--- config.mk ---
export PLATFORM = sky130hd
export DESIGN_NAME = alu_serial_ctrl_flat
export DESIGN_NICKNAME = d
export VERILOG_FILES = /design/src/rtl/alu_serial_ctrl_if.sv /design/src/rtl/alu_serial_ctrl.sv /design/src/flat_wrapper.sv
export SDC_FILE = /design/constraint.sdc
export NUM_CORES = 1
export LEC_CHECK = 0
export CAP_MARGIN = 20
export CORE_MARGIN = 8
export CORE_UTILIZATION = 40
export CTS_CLUSTER_DIAMETER = 100
export DETAILED_ROUTE_END_ITERATION = 6
export PLACE_DENSITY = 0.69
export SETUP_SLACK_MARGIN = 0.05
export SYNTH_ARGS = -nofsm -noshare
export SYNTH_HDL_FRONTEND = slang
export SYNTH_SLANG_ARGS = --single-unit
--- constraint.sdc ---
create_clock -name clk -period 5.7 [get_ports clk]
set_clock_uncertainty 0.1 [all_clocks]
set_input_delay 1.71 -clock clk [delete_from_list [all_inputs] [get_ports clk]]
set_output_delay 1.71 -clock clk [all_outputs]
set_load 0.01 [all_outputs]
--- src/rtl/alu_serial_ctrl_if.sv ---
// Request/response bundle between a requester and the bit-serial ALU sequencer.
interface alu_serial_ctrl_if #(parameter int WIDTH = 32);
  logic             start;
  logic [2:0]       op;
  logic [WIDTH-1:0] a;
  logic [WIDTH-1:0] b;
  logic             busy;
  logic             done;
  logic [WIDTH-1:0] result;
  logic             zero;
  logic             overflow;
  logic             cout;

  modport master (output start, op, a, b,
                  input  busy, done, result, zero, overflow, cout);
  modport slave  (input  start, op, a, b,
                  output busy, done, result, zero, overflow, cout);
endinterface

--- src/rtl/alu_serial_ctrl.sv ---
// Bit-serial sequencer for a 1-bit ALU slice: LSB-first, carry kept in a flop,
// SLT resolved by a fix-up cycle that moves the MSB sum bit into bit 0.
module alu_serial_ctrl #(
  parameter int WIDTH = 32
) (
  input  logic               clk,
  input  logic               rst,
  alu_serial_ctrl_if.slave   bus,
  output logic               slice_a,
  output logic               slice_b,
  output logic               slice_cin,
  output logic               slice_less,
  output logic [2:0]         slice_op,
  input  logic               slice_result,
  input  logic               slice_cout,
  input  logic               slice_set
);
  localparam int KW = $clog2(WIDTH);
  localparam logic [KW-1:0] K_LAST = KW'(WIDTH - 1);

  typedef enum logic [1:0] {IDLE, RUN, FIX, DONE} state_t;

  state_t           state;
  logic [WIDTH-1:0] a_q, b_q, res_q;
  logic [2:0]       op_q;
  logic [KW-1:0]    k;
  logic             carry, sign, c_in_msb, c_out;
  logic             busy_q, done_q, zero_q, ovf_q, cout_q;

  assign slice_a    = a_q[k];
  assign slice_b    = b_q[k];
  assign slice_cin  = carry;
  assign slice_less = 1'b0;
  assign slice_op   = op_q;

  assign bus.busy     = busy_q;
  assign bus.done     = done_q;
  assign bus.result   = res_q;
  assign bus.zero     = zero_q;
  assign bus.overflow = ovf_q;
  assign bus.cout     = cout_q;

  always_ff @(posedge clk or posedge rst) begin
    if (rst) begin
      state    <= IDLE;
      a_q      <= '0;
      b_q      <= '0;
      op_q     <= '0;
      k        <= '0;
      carry    <= 1'b0;
      sign     <= 1'b0;
      c_in_msb <= 1'b0;
      c_out    <= 1'b0;
      res_q    <= '0;
      busy_q   <= 1'b0;
      done_q   <= 1'b0;
      zero_q   <= 1'b0;
      ovf_q    <= 1'b0;
      cout_q   <= 1'b0;
    end else begin
      done_q <= 1'b0;
      case (state)
        IDLE: if (bus.start) begin
          a_q    <= bus.a;
          b_q    <= bus.b;
          op_q   <= bus.op;
          k      <= '0;
          carry  <= bus.op[2];
          res_q  <= '0;
          zero_q <= 1'b0;
          ovf_q  <= 1'b0;
          cout_q <= 1'b0;
          busy_q <= 1'b1;
          state  <= RUN;
        end
        RUN: begin
          res_q[k] <= slice_result;
          carry    <= slice_cout;
          if (k == K_LAST) begin
            // MSB carry-in/out pair drives the signed overflow flag
            sign     <= slice_set;
            c_in_msb <= carry;
            c_out    <= slice_cout;
            if (op_q[1:0] == 2'b11) begin
              state <= FIX;
            end else begin
              busy_q <= 1'b0;
              state  <= DONE;
            end
          end else begin
            k <= k + 1'b1;
          end
        end
        FIX: begin
          res_q  <= {{(WIDTH-1){1'b0}}, sign};
          busy_q <= 1'b0;
          state  <= DONE;
        end
        DONE: begin
          done_q <= 1'b1;
          zero_q <= ~|res_q;
          ovf_q  <= op_q[1] & (c_in_msb ^ c_out);
          cout_q <= op_q[1] & c_out;
          state  <= IDLE;
        end
        default: state <= IDLE;
      endcase
    end
  end
endmodule
--- src/flat_wrapper.sv ---
// flat-port wrapper written by rule: the top's interface ports become plain ports
module alu_serial_ctrl_flat 
#(
  parameter int WIDTH = 32
)
  (clk, rst, slice_a, slice_b, slice_cin, slice_less, slice_op, slice_result, slice_cout, slice_set, bus_start, bus_op, bus_a, bus_b, bus_busy, bus_done, bus_result, bus_zero, bus_overflow, bus_cout);
  alu_serial_ctrl_if #(.WIDTH(WIDTH)) bus_i ();
  input  logic clk;
  input  logic rst;
  output logic slice_a;
  output logic slice_b;
  output logic slice_cin;
  output logic slice_less;
  output logic [2:0] slice_op;
  input  logic slice_result;
  input  logic slice_cout;
  input  logic slice_set;
  input wire logic [$bits(bus_i.start)-1:0] bus_start;
  input wire logic [$bits(bus_i.op)-1:0] bus_op;
  input wire logic [$bits(bus_i.a)-1:0] bus_a;
  input wire logic [$bits(bus_i.b)-1:0] bus_b;
  output wire logic [$bits(bus_i.busy)-1:0] bus_busy;
  output wire logic [$bits(bus_i.done)-1:0] bus_done;
  output wire logic [$bits(bus_i.result)-1:0] bus_result;
  output wire logic [$bits(bus_i.zero)-1:0] bus_zero;
  output wire logic [$bits(bus_i.overflow)-1:0] bus_overflow;
  output wire logic [$bits(bus_i.cout)-1:0] bus_cout;
  assign bus_i.start = bus_start;
  assign bus_i.op = bus_op;
  assign bus_i.a = bus_a;
  assign bus_i.b = bus_b;
  assign bus_busy = bus_i.busy;
  assign bus_done = bus_i.done;
  assign bus_result = bus_i.result;
  assign bus_zero = bus_i.zero;
  assign bus_overflow = bus_i.overflow;
  assign bus_cout = bus_i.cout;
  alu_serial_ctrl #(.WIDTH(WIDTH)) u_core (.clk(clk), .rst(rst), .bus(bus_i), .slice_a(slice_a), .slice_b(slice_b), .slice_cin(slice_cin), .slice_less(slice_less), .slice_op(slice_op), .slice_result(slice_result), .slice_cout(slice_cout), .slice_set(slice_set));
endmodule
# ---- Word-level counts from Yosys, hierarchy flattened
# Cells that the tools add are included.
dict set report totals {
  regBits 115
  input_bits 73
  output_inout_bits 44
  wordCells 72
}
dict set report classes {
  n_addsub 1
  n_lt_le_gt_ge 2
  eq_ne 9
  muxes 27
  bitwise 3
  reduce_logical 15
}
# op count
set ops {}
lappend ops {{$pmux 32 s3} 1}
lappend ops {{$bwmux 32} 1}
lappend ops {{$mux 32} 1}
lappend ops {{$reduce_or 32->1} 1}
lappend ops {{$reduce_and 2->1} 6}
lappend ops {{$bmux 1 s5} 2}
lappend ops {{$mux 1} 10}
lappend ops {{$mux 5} 2}
lappend ops {{$pmux 5 s2} 1}
lappend ops {{$pmux 1 s2} 4}
lappend ops {{$pmux 2 s4} 1}
lappend ops {{$eq 2x2->1 const B} 3}
lappend ops {{$lt 5x6->1 const B} 1}
lappend ops {{$ne 2x2->1 const B} 3}
lappend ops {{$add 5x1->5 const B} 1}
lappend ops {{$demux 1 s5} 1}
lappend ops {{$eq 5x5->1 const B} 1}
lappend ops {{$ge 5x1->1 const B} 1}
lappend ops {{$mux 2} 2}
lappend ops {{$reduce_and 4->1} 1}
lappend ops {{$reduce_bool 2->1} 2}
lappend ops {{$pmux 1 s3} 1}
lappend ops {{$reduce_and 3->1} 1}
lappend ops {{$reduce_bool 3->1} 1}
lappend ops {{other kinds (7)} 8}

# ---- Logic depth before layout (Yosys ltp)
dict set report depth {
  word_depth 6
  mapped_depth 9
  depth_no_buf 7
}

# ---- Worst setup path after synthesis
# No wires, ideal clock.
dict set report synth_timing {
  path_kind {reg2out}
  startpoint {register u_core.k[0]}
  endpoint {output port slice_a}
  t_arrival_ns 1.533
  required_ns 3.890
  path_slack_ns 2.357
  path_stages_with_launch 5
  n_path_buf 1
  cell_sequence {dfrtp_1 buf_2 mux4_2 a22oi_1 o211ai_1}
}
dict set report synth_between {
  elab_chain_cells 2
}
# item line
set synth_lines {}
lappend synth_lines {{start: declaration} alu_serial_ctrl.sv:26} ;# logic [KW-1:0] k;
lappend synth_lines {{start signal: assignment} alu_serial_ctrl.sv:91} ;# k <= k + 1'b1;
lappend synth_lines {{$bmux 1 s5} alu_serial_ctrl.sv:30} ;# assign slice_a = a_q[k];
lappend synth_lines {{$mux 1 (not written as such)} alu_serial_ctrl.sv:30}
lappend synth_lines {{end: declaration} flat_wrapper.sv:10} ;# output logic slice_a;
# Every way passes these cells. The select of a mux whose other input is x is not followed.

# ---- Worst setup path after layout
dict set report layout_timing {
  startpoint {register u_core.k[1]}
  endpoint {output port slice_a}
}
# Same word-level chain as after synthesis.

==> impl_results.md <==
* Status: finished, final reports clean
* Seq cells post-synth at ~120
* Endpoint class of the critical path: primary output
* Maximum clock rate at approximately 210 MHz
* Hold Startpoint: u_core.bus.zero$_DFFE_PP0P_
* First-pass GRT wire length at between 20000 and 25000 microns
* Hold crit path type: register to register
* Hold Vio Cnt, Final at 0
* Setup WS post-layout at 0.999 ns
* Root Buffer: clkbuf_16
* Share of cells above drive strength 1 at 0.197
* Synth Area in Compound Gates at 0.120
* Post-CTS Setup Bufs at 0
* Number of DRC markers after the initial detailed-route iteration at between 300 and 400
* Setup-failing EPs final at 0
* Width of the die at between 100 and 150 microns
* Worst VDD drop at roughly 280 uV
* Synth Area in XOR/XNOR at 0.00155
* Relative slew slack at 0.403
* Power Dens Cells at ~520 nW/um^2
* Post-synth EDFFs at 0
* YS warnings at 0
* Routed len/inst at between 15 and 20 microns
* FILL cells at between 1000 and 1500
* Total wire length at 15200 microns
* Hold Path End: u_core.bus.zero$_DFFE_PP0P_
* Clock Sink Count at 115
* Post-CTS Resized at 0
* Vias at approximately 4300
* Die ar. at 18200 sq um
* Seq/Total Area, Yosys at 0.510
* Multiplexer area fraction after synthesis at 0.203
* WP data arrival at about 2.9 ns
* Worst setup SP type: register
* Hold_buf cts at 0
* Reg2reg end: u_core.state[0]$_DFFE_PP0P_
* Post-synthesis simple-gate area fraction at 0.0896
* Total grt overflow at 0
* Clk slew on worst S/H paths at around 0.05 ns
* Share of flip-flops with an asynchronous set or reset at 1.00
* I/O pins at about 120
* Post-route DRC at 0
* Syn Inst Count at between 500 and 600
* Worst Tran Pin Value at 0.892 ns
* Most frequent cells in the layout: clkdlybuf4s50_1 (115), dfrtp_1 (115), mux2_2 (71)
* Netlist Area Pre-Place at 5640 sq um
* # diodes at 0
* RSZ-0062 raised after global routing: no
* Die Span Y at roughly 130 microns
* Largest family of logic cells by synthesized area: multiplexers
* Inst Count DP at a little under 800
* Final worst path period share at 0.825
* Setup TNS at 0 ns
* Cells on worst reg2reg path at 7
* Setup WS pre-CTS at between 1 and 1.5 ns
* Synth unique cells at 48
* Worst-Skew Late Latency at approximately 0.42 ns
* # port buffers at roughly 120
* Crit Reg-Reg Startpoint: u_core.k[1]$_DFFE_PP0P_
* Starting density of the core at 0.408
* Non-filler cells, final at ~800
* Net count, final at around 690
* Initial antenna violation count at 0
* CP Max Fanout at 21
* Placeable core area at between 10000 and 15000 sq um
* Post-synth net total at 589
* Avg Cell Area, Syn at 11.2 sq um
* Min cycle time layout at 4.70 ns
* Leak at roughly 0.0031 uW
* Via/cell ratio at 5.34
* Row cnt at between 40 and 50
* CTS tree: done
* Post-Synth Adder-Cell Area at 0.0222
* Synthesis-to-finish area growth at 34.1%
* Fin. max-slew vios at 0
* Reg2Reg Setup Slack at around 2.6 ns
* Final Util at 0.547
* H-tree depth at 4
* Hold WS at approximately 0.38 ns
* Critical Path RT at between 3 and 4 ns
* Max-Cap Viols at 0
* Final RePlAce weighted congestion at 0.840
* Ys flop type: dfrtp_1
* Number of global-route vias before repair at 4500
* Hpwl dp at 11100 microns
* Largest net degree at the start of global routing at between 70 and 80
* Total track usage at 0.174
* Inserted Clock Buffers at 17
* Pre-Repair DR Iteration Count at 5
* Hold Path Depth at 2
* CTS Buffer Depth at 2
* Final ANT Viol Nets at 0
* Setup CP Type: register to primary output
state kept, by name, summed over array words and instances, names as in the netlist:
| signal | cells |
|---|---|
| u_core.a_q | 32 |
| u_core.b_q | 32 |
| u_core.bus.result | 32 |
| u_core.k | 5 |
| u_core.slice_op | 3 |
| u_core.state | 2 |
| u_core.bus.busy | 1 |
| u_core.bus.cout | 1 |
| u_core.bus.done | 1 |
| u_core.bus.overflow | 1 |
| u_core.bus.zero | 1 |
| u_core.c_in_msb | 1 |
| u_core.c_out | 1 |
| u_core.sign | 1 |
| u_core.slice_cin | 1 |
routing by layer:
layer	global-route usage	up-vias	share of wire
met5	0	-	0
met4	0.0649	0	0.014
met3	0.0561	19	0.078
met2	0.267	165	0.47
met1	0.223	2079	0.44
li1	-	2028	-
stage by stage:
| stage | power [uW] | instance area (sq um) |
|---|---|---|
| 2_1_floorplan | 2330 | 5640 |
| 3_3_place_gp | 2740 | 6910 |
| 3_5_place_dp | 2780 | 6910 |
| 4_1_cts | 3970 | 7570 |
| 5_1_grt | 4170 | 7570 |
| 6_report | 3940 | 7570 |
synth_stat cells, drive strengths merged, types with 2 or more instances:
cell	number	area, sq um
nand2	41	154
nor3	8	40.0
nand3b	5	37.5
nand3	6	30.0
inv	38	143
nor4b	2	32.5
o22ai	39	244
ha	10	125
nand2b	3	21.3
mux2	71	800
clkbuf	14	53.8
a22oi	6	45.0
a21oi	40	200
o211ai	2	15.0
nor4	5	31.3
o31ai	2	15.0
nor2	5	18.8
dfrtp	115	2880
o21ai	14	70.1
a21o	2	15.0
nand4	3	18.8
and3	4	26.3
buf	21	104
a22o	4	35.0
nor3b	3	22.5
mux2i	21	210
and3b	3	26.3
mux4	6	135
cell families (layout without fill, tap and decap cells):
group | Yosys count | count (layout)
other | 1 | 1
muxes | 98 | 98
DFF | 115 | 115
and+or+nand+nor | 94 | 94
adders and majority gates | 10 | 10
xor gates and xnor gates | 1 | 1
AOI/OAI and AO/OA | 114 | 114
buffers and inverters | 73 | 191
worst max path at each step:
stage                                  startpoint                         to  depth (start not counted)  slack, ns
after floorplan                               rst  u_core.a_q[0]$_DFFE_PP0P_                          1       0.85
after global placement    u_core.k[1]$_DFFE_PP0P_                    slice_a                          6       1.47
after detailed placement  u_core.k[1]$_DFFE_PP0P_                    slice_a                          6       1.45
after CTS                 u_core.k[1]$_DFFE_PP0P_                    slice_a                          6       0.98
after global routing      u_core.k[3]$_DFFE_PP0P_                    slice_b                          4       0.83
final                     u_core.k[1]$_DFFE_PP0P_                    slice_a                          6        1.0
where the power goes:
group	internal (uW)	switching, uW	total (uW)	leakage [uW]
clock	779	378	1160	0.000312
sequential	1110	214	1320	0.00144
combinational	739	719	1460	0.00135
critical path, cell delays in order, from the launching register on:
cell	delay (ns)
dfrtp_1	0.68
buf_4	0.44
mux2i_1	0.30
o22ai_1	0.12
nor3_1	0.23
o211ai_1	0.17
clkdlybuf4s50_1	0.52
cell type report:
type	count	area [sq um]	share of cell area
clock buffers	21	480	0.0635
clock inverters	11	174	0.0230
inverters	38	145	0.0192
multi-input cells	318	2470	0.326
flip-flops and latches	115	2880	0.380
well taps	180	225	0.0298
repair buffers	121	1200	0.158
Note: power is estimated with default switching activity, not from simulation.
